--- config.mk ---
export PLATFORM = sky130hd
export DESIGN_NAME = ks_wide_seq_adder
export DESIGN_NICKNAME = d
export VERILOG_FILES = /design/src/rtl/ks_wide_seq_adder.sv
export SDC_FILE = /design/constraint.sdc
export NUM_CORES = 1
export LEC_CHECK = 0
export CORE_MARGIN = 4
export CORE_UTILIZATION = 55
export CTS_CLUSTER_DIAMETER = 50
export DETAILED_ROUTE_END_ITERATION = 16
export DONT_BUFFER_PORTS = 1
export PLACE_DENSITY = 0.7
export SLEW_MARGIN = 20
export SYNTH_ARGS = -nofsm -noshare
export SYNTH_HDL_FRONTEND = slang
export SYNTH_HIERARCHICAL = 1
export SYNTH_SLANG_ARGS = --single-unit
--- constraint.sdc ---
create_clock -name i_clk -period 5.5 [get_ports i_clk]
set_clock_uncertainty 0.2 [all_clocks]
set_input_delay 0.825 -clock i_clk [delete_from_list [all_inputs] [get_ports i_clk]]
set_output_delay 0.825 -clock i_clk [all_outputs]
set_load 0.01 [all_outputs]
--- src/rtl/ks_wide_seq_adder.sv ---
// Multi-cycle WORDS x 32-bit add/subtract built around one time-shared 32-bit
// Kogge-Stone core; one slice per clock, LSB slice first, carry chained between slices.

module ks_adder32 (
  input  logic [31:0] i_a,
  input  logic [31:0] i_b,
  input  logic        i_cin,
  output logic [32:0] o_s,
  output logic [31:0] o_c
);

  logic [5:0][31:0] w_g;
  logic [5:0][31:0] w_p;

  // Parallel-prefix tree: level l combines groups 2^l bits apart.
  always_comb begin
    w_g    = {6{32'd0}};
    w_p    = {6{32'd0}};
    w_g[0] = i_a & i_b;
    w_p[0] = i_a ^ i_b;
    for (int l = 0; l < 5; l++) begin
      w_g[l+1] = w_g[l] | (w_p[l] & (w_g[l] << (1 << l)));
      w_p[l+1] = w_p[l] & ((w_p[l] << (1 << l)) | ((32'd1 << (1 << l)) - 32'd1));
    end
  end

  // o_c[i] is the carry out of bit i with the carry-in folded in as bit -1.
  assign o_c = w_g[5] | (w_p[5] & {32{i_cin}});
  assign o_s = {o_c[31], w_p[0] ^ {o_c[30:0], i_cin}};

endmodule

module ks_wide_seq_adder_chk #(
  parameter int WORDS = 4
) (
  input logic        i_clk,
  input logic        i_rst_n,
  input logic        i_in_ready,
  input logic        i_out_valid,
  input logic        i_out_ready,
  input logic [32*WORDS-1:0] i_sum,
  input logic        i_cout,
  input logic        i_ovf,
  input logic        i_zero,
  input logic [31:0] i_core_a,
  input logic [31:0] i_core_b,
  input logic        i_core_cin,
  input logic [32:0] i_core_s,
  input logic [31:0] i_core_c
);

  // The handshake never offers both directions at once.
  a_hs_excl: assert property (@(posedge i_clk) disable iff (!i_rst_n)
    !(i_in_ready && i_out_valid))
    else $error("in_ready and out_valid asserted together");

  // A stalled result is frozen until the consumer takes it.
  a_hold: assert property (@(posedge i_clk) disable iff (!i_rst_n)
    (i_out_valid && !i_out_ready) |=> (i_out_valid && $stable(i_sum) &&
      $stable(i_cout) && $stable(i_ovf) && $stable(i_zero)))
    else $error("result changed under back-pressure");

  // Core sum bits and carry vector must be mutually consistent.
  a_core: assert property (@(posedge i_clk) disable iff (!i_rst_n)
    (i_core_s[31:0] == (i_core_a ^ i_core_b ^ {i_core_c[30:0], i_core_cin})) &&
    (i_core_s[32] == i_core_c[31]))
    else $error("core carry vector inconsistent");

endmodule

module ks_wide_seq_adder #(
  parameter int WORDS = 4
) (
  input  logic                  i_clk,
  input  logic                  i_rst_n,
  input  logic                  i_in_valid,
  output logic                  o_in_ready,
  input  logic [32*WORDS-1:0]   i_a,
  input  logic [32*WORDS-1:0]   i_b,
  input  logic                  i_cin,
  input  logic                  i_sub,
  output logic                  o_out_valid,
  input  logic                  i_out_ready,
  output logic [32*WORDS-1:0]   o_sum,
  output logic                  o_cout,
  output logic                  o_ovf,
  output logic                  o_zero
);

  localparam int W  = 32 * WORDS;
  localparam int IW = (WORDS > 1) ? $clog2(WORDS) : 1;
  localparam logic [IW-1:0] LAST_IDX = IW'(WORDS - 1);

  typedef enum logic [1:0] {
    ST_IDLE = 2'd0,
    ST_RUN  = 2'd1,
    ST_DONE = 2'd2
  } state_t;

  state_t          r_state;
  state_t          w_state_nxt;
  logic [IW-1:0]   r_idx;
  logic            r_carry;
  logic [W-1:0]    r_a;
  logic [W-1:0]    r_b;
  logic [W-33:0]   r_acc;
  logic [W-1:0]    r_sum;
  logic            r_cout;
  logic            r_ovf;
  logic            r_zero;
  logic            r_in_ready;
  logic            r_out_valid;

  logic [31:0]     w_a_sl;
  logic [31:0]     w_b_sl;
  logic [32:0]     w_s;
  logic [31:0]     w_c;
  logic            w_last;
  logic            w_accept;
  logic            w_zero_final;

  assign w_a_sl       = r_a[{r_idx, 5'd0} +: 32];
  assign w_b_sl       = r_b[{r_idx, 5'd0} +: 32];
  assign w_last       = (r_idx == LAST_IDX);
  assign w_accept     = (r_state == ST_IDLE) && i_in_valid;
  assign w_zero_final = (r_acc == {(W-32){1'b0}}) && (w_s[31:0] == 32'd0);

  ks_adder32 u_core (
    .i_a   (w_a_sl),
    .i_b   (w_b_sl),
    .i_cin (r_carry),
    .o_s   (w_s),
    .o_c   (w_c)
  );

  // State register.
  always_ff @(posedge i_clk) begin
    if (!i_rst_n) begin
      r_state <= ST_IDLE;
    end else begin
      r_state <= w_state_nxt;
    end
  end

  // Next-state decode.
  always_comb begin
    w_state_nxt = r_state;
    case (r_state)
      ST_IDLE: begin
        if (i_in_valid) begin
          w_state_nxt = ST_RUN;
        end else begin
          w_state_nxt = ST_IDLE;
        end
      end
      ST_RUN: begin
        if (w_last) begin
          w_state_nxt = ST_DONE;
        end else begin
          w_state_nxt = ST_RUN;
        end
      end
      ST_DONE: begin
        if (i_out_ready) begin
          w_state_nxt = ST_IDLE;
        end else begin
          w_state_nxt = ST_DONE;
        end
      end
      default: w_state_nxt = ST_IDLE;
    endcase
  end

  // Handshake flags registered from the next state so they line up with it.
  always_ff @(posedge i_clk) begin
    if (!i_rst_n) begin
      r_in_ready  <= 1'b1;
      r_out_valid <= 1'b0;
    end else begin
      r_in_ready  <= (w_state_nxt == ST_IDLE);
      r_out_valid <= (w_state_nxt == ST_DONE);
    end
  end

  // Operand capture, slice-by-slice accumulation and final result latch.
  always_ff @(posedge i_clk) begin
    if (!i_rst_n) begin
      r_idx   <= {IW{1'b0}};
      r_carry <= 1'b0;
      r_a     <= {W{1'b0}};
      r_b     <= {W{1'b0}};
      r_acc   <= {(W-32){1'b0}};
      r_sum   <= {W{1'b0}};
      r_cout  <= 1'b0;
      r_ovf   <= 1'b0;
      r_zero  <= 1'b0;
    end else begin
      case (r_state)
        ST_IDLE: begin
          if (w_accept) begin
            r_a     <= i_a;
            r_b     <= i_sub ? ~i_b : i_b;
            r_carry <= i_sub ? 1'b1 : i_cin;
            r_idx   <= {IW{1'b0}};
            r_acc   <= {(W-32){1'b0}};
            r_sum   <= {W{1'b0}};
          end
        end
        ST_RUN: begin
          r_carry <= w_s[32];
          if (w_last) begin
            // Partial slices stay internal; the ports only see the finished word.
            r_idx  <= {IW{1'b0}};
            r_sum  <= {w_s[31:0], r_acc};
            r_cout <= w_s[32];
            r_ovf  <= w_c[30] ^ w_c[31];
            r_zero <= w_zero_final;
          end else begin
            r_idx <= r_idx + {{(IW-1){1'b0}}, 1'b1};
            r_acc[{r_idx, 5'd0} +: 32] <= w_s[31:0];
          end
        end
        ST_DONE: begin
          r_idx <= r_idx;
        end
        default: begin
          r_idx <= {IW{1'b0}};
        end
      endcase
    end
  end

  assign o_in_ready  = r_in_ready;
  assign o_out_valid = r_out_valid;
  assign o_sum       = r_sum;
  assign o_cout      = r_cout;
  assign o_ovf       = r_ovf;
  assign o_zero      = r_zero;

  ks_wide_seq_adder_chk #(.WORDS(WORDS)) u_chk (
    .i_clk       (i_clk),
    .i_rst_n     (i_rst_n),
    .i_in_ready  (r_in_ready),
    .i_out_valid (r_out_valid),
    .i_out_ready (i_out_ready),
    .i_sum       (r_sum),
    .i_cout      (r_cout),
    .i_ovf       (r_ovf),
    .i_zero      (r_zero),
    .i_core_a    (w_a_sl),
    .i_core_b    (w_b_sl),
    .i_core_cin  (r_carry),
    .i_core_s    (w_s),
    .i_core_c    (w_c)
  );

endmodule

==> metrics.yaml, run 1 <==
floorplan:
  die_w_um: 211.5
  start_util_pct: 55.75
  core_mm2: 0.04083
  row_count: 74
  fp.dieH_um: 211.5
  io_pins: 395
  die_area_mm2: 0.04471
run_status:
  status: "finished clean"
placed_design:
  port_buffers: 0
  dp_hpwl_mm: 48.84
  dpl-instance-area_mm2: 0.02286
  gp_congestion: 0.9340
timing:
  max_freq_mhz: 201.9
  worst_pin_slew_ns: 1.116
  setup_tns_ns: 0
  grt_setup_unrepaired: "no"
  finalCriticalPeriod_ns: 4.952
  relSlewSlack_pct: 25.05
  setup_viol: 0
  slew_viol_final: 0
  hold_violations: 0
  finalCritPeriodShare_pct: 90.03
clock_network:
  ctsResizeCount: 0
  cts_tree: "built"
  cts_sinks: 490
  path_clk_slew_ns: 0.06
  htree_levels: 2
  cts_made_buffers: 52
  hold_buffers: 0
  cts_root_buf: "clkbuf_16"
  clock_path_buffers: 3
  clk_latency_ns: 0.59
  cts_setup_buffers: 0
drt:
  routedWlPerCell_um: 23.15
  drt-pass1-iter-count: 6
  drcViolationCount: 0
  routed_wirelength_mm: 67.59
  viasPerCell: 6.089
  drt_iter0_markers: 1570
  num_vias: 17781
  ant_nets: 0
power_and_ir_drop:
  ir_drop_mv: 0.2266
  p_total_uw: 8669
  combinationalPowerShare_pct: 13.5
  total_leakage_power_uw: 0.009824
  pwr-share-clk_pct: 42.3
  power_frac_seq_pct: 44.2
  p_int_uw: 6367
  power_per_cell_area_mw_per_mm2: 351.0
  swShare_pct: 26.56
  switchingPower_uw: 2303
worst_setup_path:
  crit_arrival_ns: 5.29
  endpoint_kind: "flip-flop"
  max_stage_delay_ns: 0.56
  reg2regPathDepth: 15
  crit_required_ns: 5.83
  crit_top_cell: "a41oi_1"
  crit_fanout: 26
  cp_cell_sequence: "buf_12 > mux4_2 > ha_1 > and2_1 > a41oi_1 > a21oi_2 > nor3_2 > o41ai_4 > a41oi_1 > xnor2_1 > nor4b_1 > nand4_1 > or4_1 > nor4_2 > a32o_1"
  rr_startpoint: "r_idx[0]"
  r2r-end: "o_zero"
  critical_path_class: "reg2reg"
  r2r_slack_ns: 0.55
  cp_slowest_cell: "dfxtp_4"
  worstSetupStartpointType: "flip-flop"
  crit_start: "r_idx[0]"
cells_and_area:
  num-fill-cells: 3565
  drive_above_1_share_pct: 8.809
  areaGrowthSynthToFinish_pct: 8.486
  regArea_mm2: 0.009817
  layout_common_cells: "nand2_1 (571), dfxtp_1 (488), a21boi_0 (282)"
  mostFrequentLayoutCell: "nand2_1"
  nets: 2642
  post-route-util_pct: 60.49
  final_area_mm2: 0.02470
  multiInputGateArea_mm2: 0.01203
global_route:
  grt.total_usage_pct: 28.99
  grt.overflow.total: 0
  grt_max_degree: 491
  grt_first_pass_wirelength_mm: 101.5
  first_global_vias: 17224
  antenna_found_initial: 4
worst_hold_path:
  hold_depth: 2
  hold_class: "in2reg"
  hold_path_end: "r_a[32]"
  hold_start: "i_a[32]"
logic_synthesis:
  yosys_warnings: 6
  synthCells: 2472
  avgSynthCellArea_um2: 9.209
  syn_nets: 2772
  synth_area_mm2: 0.02277
run:
  maxCapViolCount: 0
-- state kept, by name, indices dropped and copies added (netlist names) --
register,flops
o_in_ready,1
o_cout,1
o_ovf,1
r_b,128
o_sum,128
r_idx,2
o_out_valid,1
r_state,2
r_a,128
r_carry,1
r_acc,96
o_zero,1
-- per-stage QoR --
step	instances	setup slack, ns	hold WS, ns
2_1_floorplan	2472	0.7969	0.2402
5_1_grt	2919	0.2016	0.1608
6_report	2920	0.5482	0.1745
3_5_place_dp	2820	0.5893	0.2536
4_1_cts	2916	0.5486	0.1474
3_3_place_gp	2820	0.7110	0.2486
-- worst max path at each step --
stage | end | slack (ns)
6_report | o_zero | 0.55
5_1_grt | o_zero | 0.20
4_1_cts | o_zero | 0.55
3_5_place_dp | o_zero | 0.59
3_3_place_gp | o_zero | 0.71
2_1_floorplan | o_zero | 0.80
-- worst max-delay path: cells and delay by family, from the launching register on --
kind | cells | cell delay (ns)
buf+inv | 1 | 0.27
mux | 1 | 0.53
flops | 1 | 0.56
fa+ha+maj | 1 | 0.36
xor+xnor | 1 | 0.24
simple gates | 6 | 1.40
compound gates | 5 | 1.30
-- power groups by stage --
stage	combinational, uW	clock, uW	sequential (uW)
finish	1170	3670	3830
global route	1260	3870	3840
CTS	1160	3730	3830
detailed placement	1150	0	3910
global placement	1130	0	3900
floorplan	883	0	3850
-- layer usage --
metal | GRT usage, % | up-vias | routed length (um)
met3 | 5.468 | 163 | 4345
met1 | 35.83 | 8574 | 26450
li1 | - | 8415 | -
met2 | 48.84 | 629 | 33220
met4 | 14.22 | 0 | 3565
met5 | 0 | - | 0
-- layout make-up --
type | count | area share (%)
antenna | 4 | 0.04053
clock buffer | 74 | 6.338
clock inverter | 22 | 1.074
inverter | 18 | 0.2736
multi-input combinational | 1751 | 48.70
sequential | 490 | 39.75
tap | 532 | 2.695
timing repair buffer | 29 | 1.135
Power figures use the tool's default switching activity.
==> run 2, diff against run 1 <==
--- a/config.mk
+++ b/config.mk
@@ -16,3 +16,4 @@
 export SYNTH_HDL_FRONTEND = slang
 export SYNTH_HIERARCHICAL = 1
 export SYNTH_SLANG_ARGS = --single-unit
+export TNS_END_PERCENT = 10
==> results of run 2 <==
Final layout, timing and power as in run 1 (identical DEF).
==> run 3, diff against run 2 <==
--- a/config.mk
+++ b/config.mk
@@ -7,6 +7,7 @@
 export LEC_CHECK = 0
 export CORE_MARGIN = 4
 export CORE_UTILIZATION = 55
+export CTS_BUF_LIST = sky130_fd_sc_hd__clkbuf_8
 export CTS_CLUSTER_DIAMETER = 50
 export DETAILED_ROUTE_END_ITERATION = 16
 export DONT_BUFFER_PORTS = 1
==> constraint.sdc (replaced) <==
create_clock -name i_clk -period 5.2 [get_ports i_clk]
set_clock_uncertainty 0.2 [all_clocks]
set_input_delay 0.78 -clock i_clk [delete_from_list [all_inputs] [get_ports i_clk]]
set_output_delay 0.78 -clock i_clk [all_outputs]
set_load 0.01 [all_outputs]
==> run 3 against run 2 <==
Hold slack worse by 0.095 ns. Sequential share of layout area up 0.36 points. Final area down 0.90%. Critical endpoint unchanged. Clock-buffer cell count grew 24. Non-clock buffer count rose by 4. Largest cell class unchanged.
==> metrics.yaml, run 3 (synthesis gave the netlist of run 1 again) <==
drt:
  viasPerCell: 6.024  # -1.1%
  drt-pass1-iter-count: 6  # unchanged
  routed_wirelength_mm: 68.25  # +0.98%
  num_vias: 17891  # +0.62%
  routedWlPerCell_um: 22.98  # -0.72%
  drt_iter0_markers: 1469  # -6.4%
  drcViolationCount: 0  # unchanged
  ant_nets: 0  # unchanged
floorplan:
  core_mm2: 0.04083  # unchanged
  fp.dieH_um: 211.5  # unchanged
  start_util_pct: 55.75  # unchanged
  die_w_um: 211.5  # unchanged
  io_pins: 395  # unchanged
  row_count: 74  # unchanged
  die_area_mm2: 0.04471  # unchanged
worst_setup_path:
  crit_required_ns: 5.58  # -0.25 ns
  crit_fanout: 11  # -58%
  endpoint_kind: "flip-flop"
  critical_path_class: "reg2reg"
  crit_arrival_ns: 5.22  # -0.07 ns
  worstSetupStartpointType: "flip-flop"
cells_and_area:
  areaGrowthSynthToFinish_pct: 7.513
  layout_common_cells: "nand2_1 (571), dfxtp_1 (488), a21boi_0 (282)"
  mostFrequentLayoutCell: "nand2_1"
  drive_above_1_share_pct: 9.684  # +0.88 points
  nets: 2675  # +1.2%
  num-fill-cells: 3652  # +2.4%
timing:
  relSlewSlack_pct: 24.19  # -0.87 points
  hold_violations: 0  # unchanged
  max_freq_mhz: 206.7  # +2.3%
  setup_viol: 0  # unchanged
  worst_pin_slew_ns: 1.129  # +0.01288 ns
  grt_setup_unrepaired: "no"
  slew_viol_final: 0  # unchanged
  layout_setup_ws_ns: 0.3618  # -0.1864 ns
  setup_tns_ns: 0  # unchanged
  finalCriticalPeriod_ns: 4.838  # -0.1136 ns
  finalCritPeriodShare_pct: 93.04  # +3.0 points
clock_network:
  clk_latency_ns: 0.66  # +0.07 ns
  path_clk_slew_ns: 0.07  # about the same
  cts_made_buffers: 81  # +56%
  hold_buffers: 0  # unchanged
  cts_tree: "built"
  htree_levels: 3  # +1
  ctsResizeCount: 0  # unchanged
  clock_path_buffers: 3  # unchanged
  cts_root_buf: "clkbuf_8"
  cts_setup_buffers: 0  # unchanged
  cts_sinks: 490  # unchanged
global_route:
  grt_max_degree: 491  # unchanged
  first_global_vias: 17572  # +2.0%
  grt.overflow.total: 0  # unchanged
  grt.total_usage_pct: 29.44  # +0.45 points
  antenna_found_initial: 2  # -2
  grt_first_pass_wirelength_mm: 103.0  # +1.5%
placed_design:
  dp_hpwl_mm: 49.17  # +0.68%
  port_buffers: 0  # unchanged
  gp_congestion: 0.9102  # -2.5%
  pre_cts_ws_ns: 0.4674  # -0.1219 ns
run_status:
  status: "finished clean"
power_and_ir_drop:
  power_per_cell_area_mw_per_mm2: 352.0  # +0.27%
  total_leakage_power_uw: 0.009879  # +0.55%
  ir_drop_mv: 0.2219  # -2.1%
run:
  maxCapViolCount: 0  # unchanged
worst_hold_path:
  hold_class: "in2reg"
[run 3: changes by cell type in the layout (fill, tap and decap cells not counted)]
| cell | previous run | this run |
|---|---|---|
| inv_6 | 2 | 1 |
| clkbuf_8 | 16 | 98 |
| bufinv_16 | 5 | 1 |
| clkinvlp_4 | 3 | 2 |
| diode_2 | 4 | 1 |
| inv_1 | 16 | 48 |
| clkinv_8 | 1 | 0 |
| buf_4 | 24 | 28 |
| nor2_4 | 0 | 1 |
| nor2_2 | 1 | 0 |
| clkbuf_1 | 5 | 0 |
| clkbuf_16 | 53 | 0 |
[run 3: critical path: stages, from the launching register on]
cell     delay [ns]
dfxtp_4        0.49
buf_4          0.25
mux4_2         0.55
ha_1           0.35
and2_1         0.16
a41oi_1        0.17
a21oi_2        0.30
nor3_2         0.10
o41ai_4        0.46
a41oi_1        0.25
xnor2_1        0.20
nor4b_1        0.28
nand4_1        0.11
or4_1          0.55
nor4_2         0.15
a32o_1         0.15
[run 3: where the power goes]
part | switching [uW] | total, uW | internal, uW
logic | 791 | 1260 | 470
clock network | 1540 | 3300 | 1760
registers | 131 | 4060 | 3930
total | 2460 | 8610 | 6150
[run 3: cell type report]
| type | instances | area (um^2) | share of cell area, % |
|---|---|---|---|
| antenna | 1 | 2.502 | 0.01022 |
| clock inverter | 47 | 232.7 | 0.9508 |
| tap | 532 | 665.6 | 2.720 |
| inverter | 18 | 67.56 | 0.2760 |
| multi-input combinational | 1751 | 12030 | 49.16 |
| clock buffer | 98 | 1349 | 5.511 |
| sequential | 490 | 9817 | 40.11 |
| timing repair buffer | 33 | 310.3 | 1.268 |
[run 3: per-stage QoR]
stage | area [um^2] | hold WS (ns) | utilization [%] | cells | total power (uW)
6_report | 24480 | 0.07962 | 59.94 | 2970 | 8615
5_1_grt | 24480 | 0.06362 | 59.94 | 2970 | 8937
4_1_cts | 24470 | 0.04113 | 59.93 | 2969 | 8645
3_5_place_dp | 22890 | 0.2547 | 56.05 | 2824 | 5375
3_3_place_gp | 22890 | 0.2495 | 56.05 | 2824 | 5356
2_1_floorplan | 22770 | 0.2402 | - | 2472 | 5005
[run 3: final timing paths]
| kind | startpoint | endpoint | slack, ns | cells after the start |
|---|---|---|---|---|
| worst max-delay path | r_idx[0] | o_zero | 0.36 | 15 |
| worst min-delay path | i_a[109] | r_a[109] | 0.08 | 2 |
| worst max register to register | r_idx[0] | o_zero | 0.36 | 15 |
| worst min register to register | r_a[89] | r_a[89] | 0.26 | 2 |
[run 3: routing by layer]
layer / vias to the layer above / part of all wire, % / global-route usage [%]
met4: 2 / 4.6 / 13.73
met5: - / 0.019 / 0
met3: 150 / 6.6 / 5.928
li1: 8473 / - / -
met2: 675 / 50 / 50.84
met1: 8591 / 39 / 35.39
